===== config.mk =====
export PLATFORM = sky130hd
export DESIGN_NAME = weight_filter
export DESIGN_NICKNAME = d
export VERILOG_FILES = /design/src/rtl/weight_filter_pkg.sv /design/src/rtl/weight_filter_ring_buf.sv /design/src/rtl/weight_filter.sv
export SDC_FILE = /design/constraint.sdc
export NUM_CORES = 1
export LEC_CHECK = 0
export ABC_AREA = 1
export ABC_CLOCK_PERIOD_IN_PS = 3400
export CAP_MARGIN = 25
export CORE_MARGIN = 1
export CORE_UTILIZATION = 58
export CTS_BUF_LIST = sky130_fd_sc_hd__clkbuf_8
export DETAILED_ROUTE_END_ITERATION = 6
export PLACE_DENSITY = 0.8
export SLEW_MARGIN = 20
export SYNTH_ARGS = -nofsm -noshare
export SYNTH_HDL_FRONTEND = slang
export SYNTH_HIERARCHICAL = 1
export SYNTH_SLANG_ARGS = --single-unit

===== constraint.sdc =====
create_clock -name clk -period 3.4 [get_ports clk]
set_clock_uncertainty 0.2 [all_clocks]
set_input_delay 0.85 -clock clk [delete_from_list [all_inputs] [get_ports clk]]
set_output_delay 0.85 -clock clk [all_outputs]
set_load 0.01 [all_outputs]

===== src/rtl/weight_filter_pkg.sv =====
// Shared widths, default tuning values and state encoding for the weight filter.
// Also holds a small absolute-difference helper used by the settle detector.
package weight_filter_pkg;

  localparam int WEIGHT_W       = 16;
  localparam int AVG_LOG2_DEF   = 2;
  localparam int STABLE_TOL_DEF = 2;
  localparam int STABLE_CNT_DEF = 3;
  localparam int MAX_WEIGHT_DEF = 1000;

  typedef enum logic {
    ST_FILL = 1'b0,
    ST_RUN  = 1'b1
  } wf_state_t;

  function automatic logic [WEIGHT_W-1:0] abs_diff(input logic [WEIGHT_W-1:0] a,
                                                   input logic [WEIGHT_W-1:0] b);
    return (a >= b) ? (a - b) : (b - a);
  endfunction

endpackage


===== src/rtl/weight_filter_ring_buf.sv =====
// Register ring holding the last 2^DEPTH_LOG2 samples of the moving-average window.
// old_data is the sample about to be overwritten, so the caller can subtract it from the sum.
module weight_filter_ring_buf #(
  parameter int DEPTH_LOG2 = 2,
  parameter int DATA_W     = 16
) (
  input  logic              clk,
  input  logic              rst,
  input  logic              wr_en,
  input  logic [DATA_W-1:0] wr_data,
  output logic [DATA_W-1:0] old_data,
  output logic              last
);

  localparam int DEPTH = 1 << DEPTH_LOG2;

  logic [DATA_W-1:0]     slot_reg [DEPTH];
  logic [DEPTH_LOG2-1:0] wr_ptr_reg;

  genvar gi;
  generate
    for (gi = 0; gi < DEPTH; gi++) begin : g_slot
      always_ff @(posedge clk or posedge rst) begin
        if (rst) begin
          slot_reg[gi] <= '0;
        end else if (wr_en && (wr_ptr_reg == DEPTH_LOG2'(gi))) begin
          slot_reg[gi] <= wr_data;
        end
      end
    end
  endgenerate

  // Power-of-two depth: the pointer wraps naturally on overflow.
  always_ff @(posedge clk or posedge rst) begin
    if (rst) begin
      wr_ptr_reg <= '0;
    end else if (wr_en) begin
      wr_ptr_reg <= wr_ptr_reg + DEPTH_LOG2'(1);
    end
  end

  assign old_data = slot_reg[wr_ptr_reg];
  assign last     = (wr_ptr_reg == '1);

endmodule


===== src/rtl/weight_filter.sv =====
// Moving-average filter for raw scale codes with tare, clamp, settle and overload flags.
// Two-stage pipeline: S1 updates the window sum, S2 registers the net value and flags.
module weight_filter
  import weight_filter_pkg::*;
#(
  parameter int AVG_LOG2   = AVG_LOG2_DEF,
  parameter int STABLE_TOL = STABLE_TOL_DEF,
  parameter int STABLE_CNT = STABLE_CNT_DEF,
  parameter int MAX_WEIGHT = MAX_WEIGHT_DEF
) (
  input  logic                clk,
  input  logic                rst,
  input  logic [WEIGHT_W-1:0] hx_in,
  input  logic                hx_vld,
  input  logic                tare_req,
  output logic [WEIGHT_W-1:0] net_out,
  output logic                out_vld,
  output logic                stable,
  output logic                overload,
  output logic                under_tare
);

  localparam int SUM_W = WEIGHT_W + AVG_LOG2;
  localparam int CNT_W = $clog2(STABLE_CNT + 1);

  wf_state_t           state_reg;
  logic [SUM_W-1:0]    sum_reg;
  logic [WEIGHT_W-1:0] tare_reg;
  logic [WEIGHT_W-1:0] prev_avg_reg;
  logic [CNT_W-1:0]    cnt_reg;
  logic                tare_pend_reg;
  logic                first_reg;
  logic                s2_pend_reg;

  logic [WEIGHT_W-1:0] old_data;
  logic                buf_last;
  logic                s1_en;
  logic                s2_run;
  logic [WEIGHT_W-1:0] avg;
  logic [WEIGHT_W-1:0] net_diff;
  logic [CNT_W-1:0]    cnt_next;

  // A sample arriving while the previous one is still in S2 is dropped.
  assign s1_en  = hx_vld && !s2_pend_reg;
  assign s2_run = s2_pend_reg && (state_reg == ST_RUN);

  weight_filter_ring_buf #(
    .DEPTH_LOG2 (AVG_LOG2),
    .DATA_W     (WEIGHT_W)
  ) u_ring_buf (
    .clk      (clk),
    .rst      (rst),
    .wr_en    (s1_en),
    .wr_data  (hx_in),
    .old_data (old_data),
    .last     (buf_last)
  );

  always_comb begin
    avg      = WEIGHT_W'(sum_reg >> AVG_LOG2);
    net_diff = avg - tare_reg;
    cnt_next = '0;
    if (!first_reg && (abs_diff(avg, prev_avg_reg) <= WEIGHT_W'(STABLE_TOL))) begin
      cnt_next = (cnt_reg == CNT_W'(STABLE_CNT)) ? cnt_reg : cnt_reg + CNT_W'(1);
    end
  end

  always_ff @(posedge clk or posedge rst) begin
    if (rst) begin
      state_reg     <= ST_FILL;
      sum_reg       <= '0;
      tare_reg      <= '0;
      prev_avg_reg  <= '0;
      cnt_reg       <= '0;
      tare_pend_reg <= 1'b0;
      first_reg     <= 1'b1;
      s2_pend_reg   <= 1'b0;
      net_out       <= '0;
      out_vld       <= 1'b0;
      stable        <= 1'b0;
      overload      <= 1'b0;
      under_tare    <= 1'b0;
    end else begin
      s2_pend_reg <= s1_en;
      out_vld     <= s2_run;

      if (s1_en) begin
        sum_reg <= sum_reg + SUM_W'(hx_in) - SUM_W'(old_data);
        if (state_reg == ST_FILL && buf_last) begin
          state_reg <= ST_RUN;
        end
      end

      // A request landing on the S2 edge stays pending for the next output.
      tare_pend_reg <= tare_req || (tare_pend_reg && !s2_run);

      if (s2_run) begin
        prev_avg_reg <= avg;
        first_reg    <= 1'b0;
        if (tare_pend_reg) begin
          tare_reg   <= avg;
          net_out    <= '0;
          under_tare <= 1'b0;
          overload   <= 1'b0;
          cnt_reg    <= '0;
          stable     <= 1'b0;
        end else begin
          if (avg >= tare_reg) begin
            net_out    <= net_diff;
            under_tare <= 1'b0;
            overload   <= (net_diff > WEIGHT_W'(MAX_WEIGHT));
          end else begin
            net_out    <= '0;
            under_tare <= 1'b1;
            overload   <= 1'b0;
          end
          cnt_reg <= cnt_next;
          stable  <= (cnt_next == CNT_W'(STABLE_CNT));
        end
      end
    end
  end

endmodule


==> reports/results.tsv <==
stage	metric	value	unit
placement	Port-buffer cells	39	
synth	Main synth FF type	dfrtp_1	
clock_network	Clock Pin Slew Worst Setup and Hold Paths	90	ps
min_path	hold-critical path depth	2	
floorplanning	initial core utilization	0.5987	
synth	Seq cells post-synth	142	
clock_network	CTS Buf Count	17	
clock_network	root buffer cell	clkbuf_8	
setup_path	CP Data Arrival Time	3440	ps
sta	Slew @ Worst Pin	945.9	ps
setup_path	CP max-delay cell	fa_1	
floorplanning	FP Rows	48	
setup_path	element type at the critical path end	register	
setup_path	kind of critical path	input port to register	
job	Max Cap Viol	0	
final_layout	share of cells above drive strength 1	0.1271	
route	final antenna-violating net count	0	
setup_path	Crit path max-delay family	adder cells	
sta	Fin Setup TNS	0	ps
setup_path	R2R setup slack	230	ps
setup_path	Crit Path Max Fanout	4	
clock_network	CTS tree	yes	
clock_network	Clock Latency Late Sink	470	ps
floorplanning	Die H	136.1	microns
setup_path	most used cell, CP	nand2_1	
sta	final slew viol count	0	
route	Post-route DRC	0	
route	vias per cell	5.276	
clock_network	Hold-fix buffers, CTS	0	
floorplanning	Top Ports	40	
route	Initial DRT Pass Iterations	6	
global_route	initial antenna violation count	0	
sta	clock period minus worst slack	3272	ps
placement	Placer Congestion	0.9338	
setup_path	Req. time, crit path	3570	ps
setup_path	worst r2r src	u_ring_buf/wr_ptr_reg[1]$_DFFE_PP0P_	
setup_path	crit-path cells	clkdlybuf4s50_1, inv_1, fa_1, inv_1, ha_4, nand2_1, o21ai_2, a21oi_2, o21ai_2, a21boi_2, o21ai_2, nand2_1, nand2_1, nand2_1, nand3_1, nand2_1	
sta	final setup vio count	0	
sta	Slew headroom	0.3679	
sta	Max Clk Rate	305.6	MHz
final_layout	number of flip-flops in the largest register	64	
synth	Avg Cell Area, Syn	7.302	sq um
clock_network	Post-CTS Resized	0	
sta	fin crit share	0.9625	
route	WL/cell	14.60	microns
synth	mapped cell area	10430	sq um
global_route	largest net degree at the start of global routing	58	
floorplanning	Die ar.	18520	sq um
setup_path	Bufs and invs on worst path	3	
global_route	first-pass GRT wire length	41.61	mm
final_layout	nets@finish	1614	
setup_path	reg2reg path depth	13	
setup_path	Max stage delay on crit path	550	ps
route	initial drt markers	581	
sta	Fin. Hold Viols	0	
floorplanning	chip width	136.1	microns
outcome	status	finished, final reports clean	
global_route	grt ovf	0	
setup_path	Startpoint Class	input port	
final_layout	FILL cells	1503	
sta	RSZ-0062 raised after global routing	true	
setup_path	critical path depth	16	
clock_network	setup bufs post-CTS	0	
route	via count	9201	
setup_path	CP startpoint	hx_in[2]	
min_path	worst hold path type	register to register	
floorplanning	CORE AREA	17420	sq um
route	routed wire length	25.45	mm
clock_network	clock sinks	142	
synth	Syn Inst Count	1428	
final_layout	number of diodes	0	
global_route	vias in the first global route	8794	
setup_path	Reg-to-Reg End	sum_reg[16]$_DFFE_PP0P_	
global_route	Tot GR Track Use	0.2905	
synth	syn nets	1536	
synth	asr flop ratio synth	1.000	
placement	HPWL after detailed placement	19.40	mm
clock_network	clock buffer depth	2	
synth	Post-synth EDFFs	0	
synth	Synth cell types	51	
clock_network	H-tree depth	4	
final_layout	Layout area overhead	13.13	%
synth	yosys warns	6	
synth	Seq/Total Area, Yosys	0.3409	
setup_path	worst setup path end	sum_reg[15]$_DFFE_PP0P_	
[worst min-delay path by stage]
stage,startpoint,end,slack (ps)
after CTS,first_reg$_DFFE_PP1P_,first_reg$_DFFE_PP1P_,280
after global placement,state_reg$_DFFE_PP0P_,state_reg$_DFFE_PP0P_,240
after floorplan,state_reg$_DFFE_PP0P_,state_reg$_DFFE_PP0P_,230
after detailed placement,state_reg$_DFFE_PP0P_,state_reg$_DFFE_PP0P_,250
after global routing,state_reg$_DFFE_PP0P_,state_reg$_DFFE_PP0P_,300
final,first_reg$_DFFE_PP1P_,first_reg$_DFFE_PP1P_,280
[final cells by class]
type | instances | area [sq um] | share of cell area
clock buffers | 17 | 234.0 | 0.01983
inverters | 277 | 1049 | 0.08888
well taps | 225 | 281.5 | 0.02387
multi-input cells | 973 | 5619 | 0.4763
repair buffers | 95 | 880.8 | 0.07467
clock inverters | 15 | 176.4 | 0.01496
flip-flops and latches | 142 | 3556 | 0.3014
[stage by stage]
step | util | cell area, sq um | hold slack, ps | setup WS (ps) | instances
floorplan | - | 10430 | 228.1 | 147.5 | 1428
global placement | 0.6474 | 11280 | 242.0 | -427.3 | 1712
global route | 0.6773 | 11800 | 297.0 | -28.98 | 1744
detailed placement | 0.6474 | 11280 | 252.3 | -482.8 | 1712
finish | 0.6773 | 11800 | 277.6 | 127.6 | 1744
CTS | 0.6710 | 11690 | 276.0 | 5.075 | 1744
[layout by cell type (no fill, tap or decap), types with 3 or more instances in the layout]
| master | netlist | layout |
|---|---|---|
| nand2_4 | 5 | 5 |
| inv_6 | 0 | 6 |
| nand3_1 | 97 | 97 |
| xnor2_1 | 5 | 5 |
| fa_1 | 19 | 19 |
| inv_2 | 5 | 6 |
| nor2_2 | 5 | 7 |
| clkbuf_8 | 2 | 17 |
| o21bai_1 | 7 | 7 |
| o21ai_1 | 20 | 19 |
| o22ai_1 | 3 | 3 |
| nand4_1 | 11 | 11 |
| a21oi_1 | 49 | 44 |
| dfrtp_1 | 141 | 140 |
| o21ai_2 | 49 | 53 |
| ha_1 | 69 | 66 |
| a31oi_1 | 3 | 3 |
| a21o_1 | 10 | 10 |
| nand2_2 | 7 | 7 |
| clkinv_4 | 0 | 4 |
| xor2_1 | 14 | 14 |
| buf_4 | 5 | 49 |
| inv_1 | 269 | 267 |
| nor2_1 | 58 | 56 |
| or2_2 | 4 | 4 |
| ha_4 | 0 | 3 |
| clkdlybuf4s50_1 | 0 | 39 |
| nor3_1 | 8 | 7 |
| o21ai_0 | 76 | 73 |
| a22o_1 | 5 | 5 |
| buf_12 | 0 | 5 |
| a21oi_2 | 1 | 6 |
| nand2_1 | 428 | 428 |
[kinds of logic after synthesis]
group,Yosys count,synth area share
AOI/OAI and AO/OA,232,0.1383
and+or+nand+nor,634,0.2556
DFF,142,0.3409
buffers and inverters,313,0.1299
adders and majority gates,88,0.1193
xor gates and xnor gates,19,0.01596
[tightest hold or removal path, stage by stage (launching register included)]
cell and delay, ps:
dfstp_2 370, inv_1 70, nor2_1 50
[cell usage after synthesis (all sizes together), types with 2 or more instances]
cell type    n  area share
o21bai       7      0.0050
a21oi       50       0.024
fa          19       0.036
buf         25       0.024
o21ai      145       0.087
nand3b       2      0.0014
nor2        65       0.026
dfrtp      141        0.34
xor2        14       0.012
nand2      440        0.16
a31oi        3      0.0018
inv        276        0.10
clkbuf      11      0.0059
nand4       11      0.0066
o31ai        2      0.0014
xnor2        5      0.0042
o22ai        3      0.0018
or2          5      0.0030
a211oi       2      0.0014
a21o        10      0.0072
ha          69       0.083
nand3       98       0.048
nor3         9      0.0048
a22o         5      0.0042
[per-layer routing]
metal / global-route usage / up-vias / share of wire / wire length [microns]
met2: 0.4786 / 241 / 0.48 / 12170
met5: 0 / - / 0 / 0
met4: 0.1296 / 0 / 0.028 / 724
met3: 0.03990 / 50 / 0.048 / 1210
met1: 0.3803 / 4275 / 0.45 / 11350
li1: - / 4635 / - / -
Power is left out: the tool's default activity adds up to more than one toggle a clock period on the data nets, which glitch-free logic cannot reach.
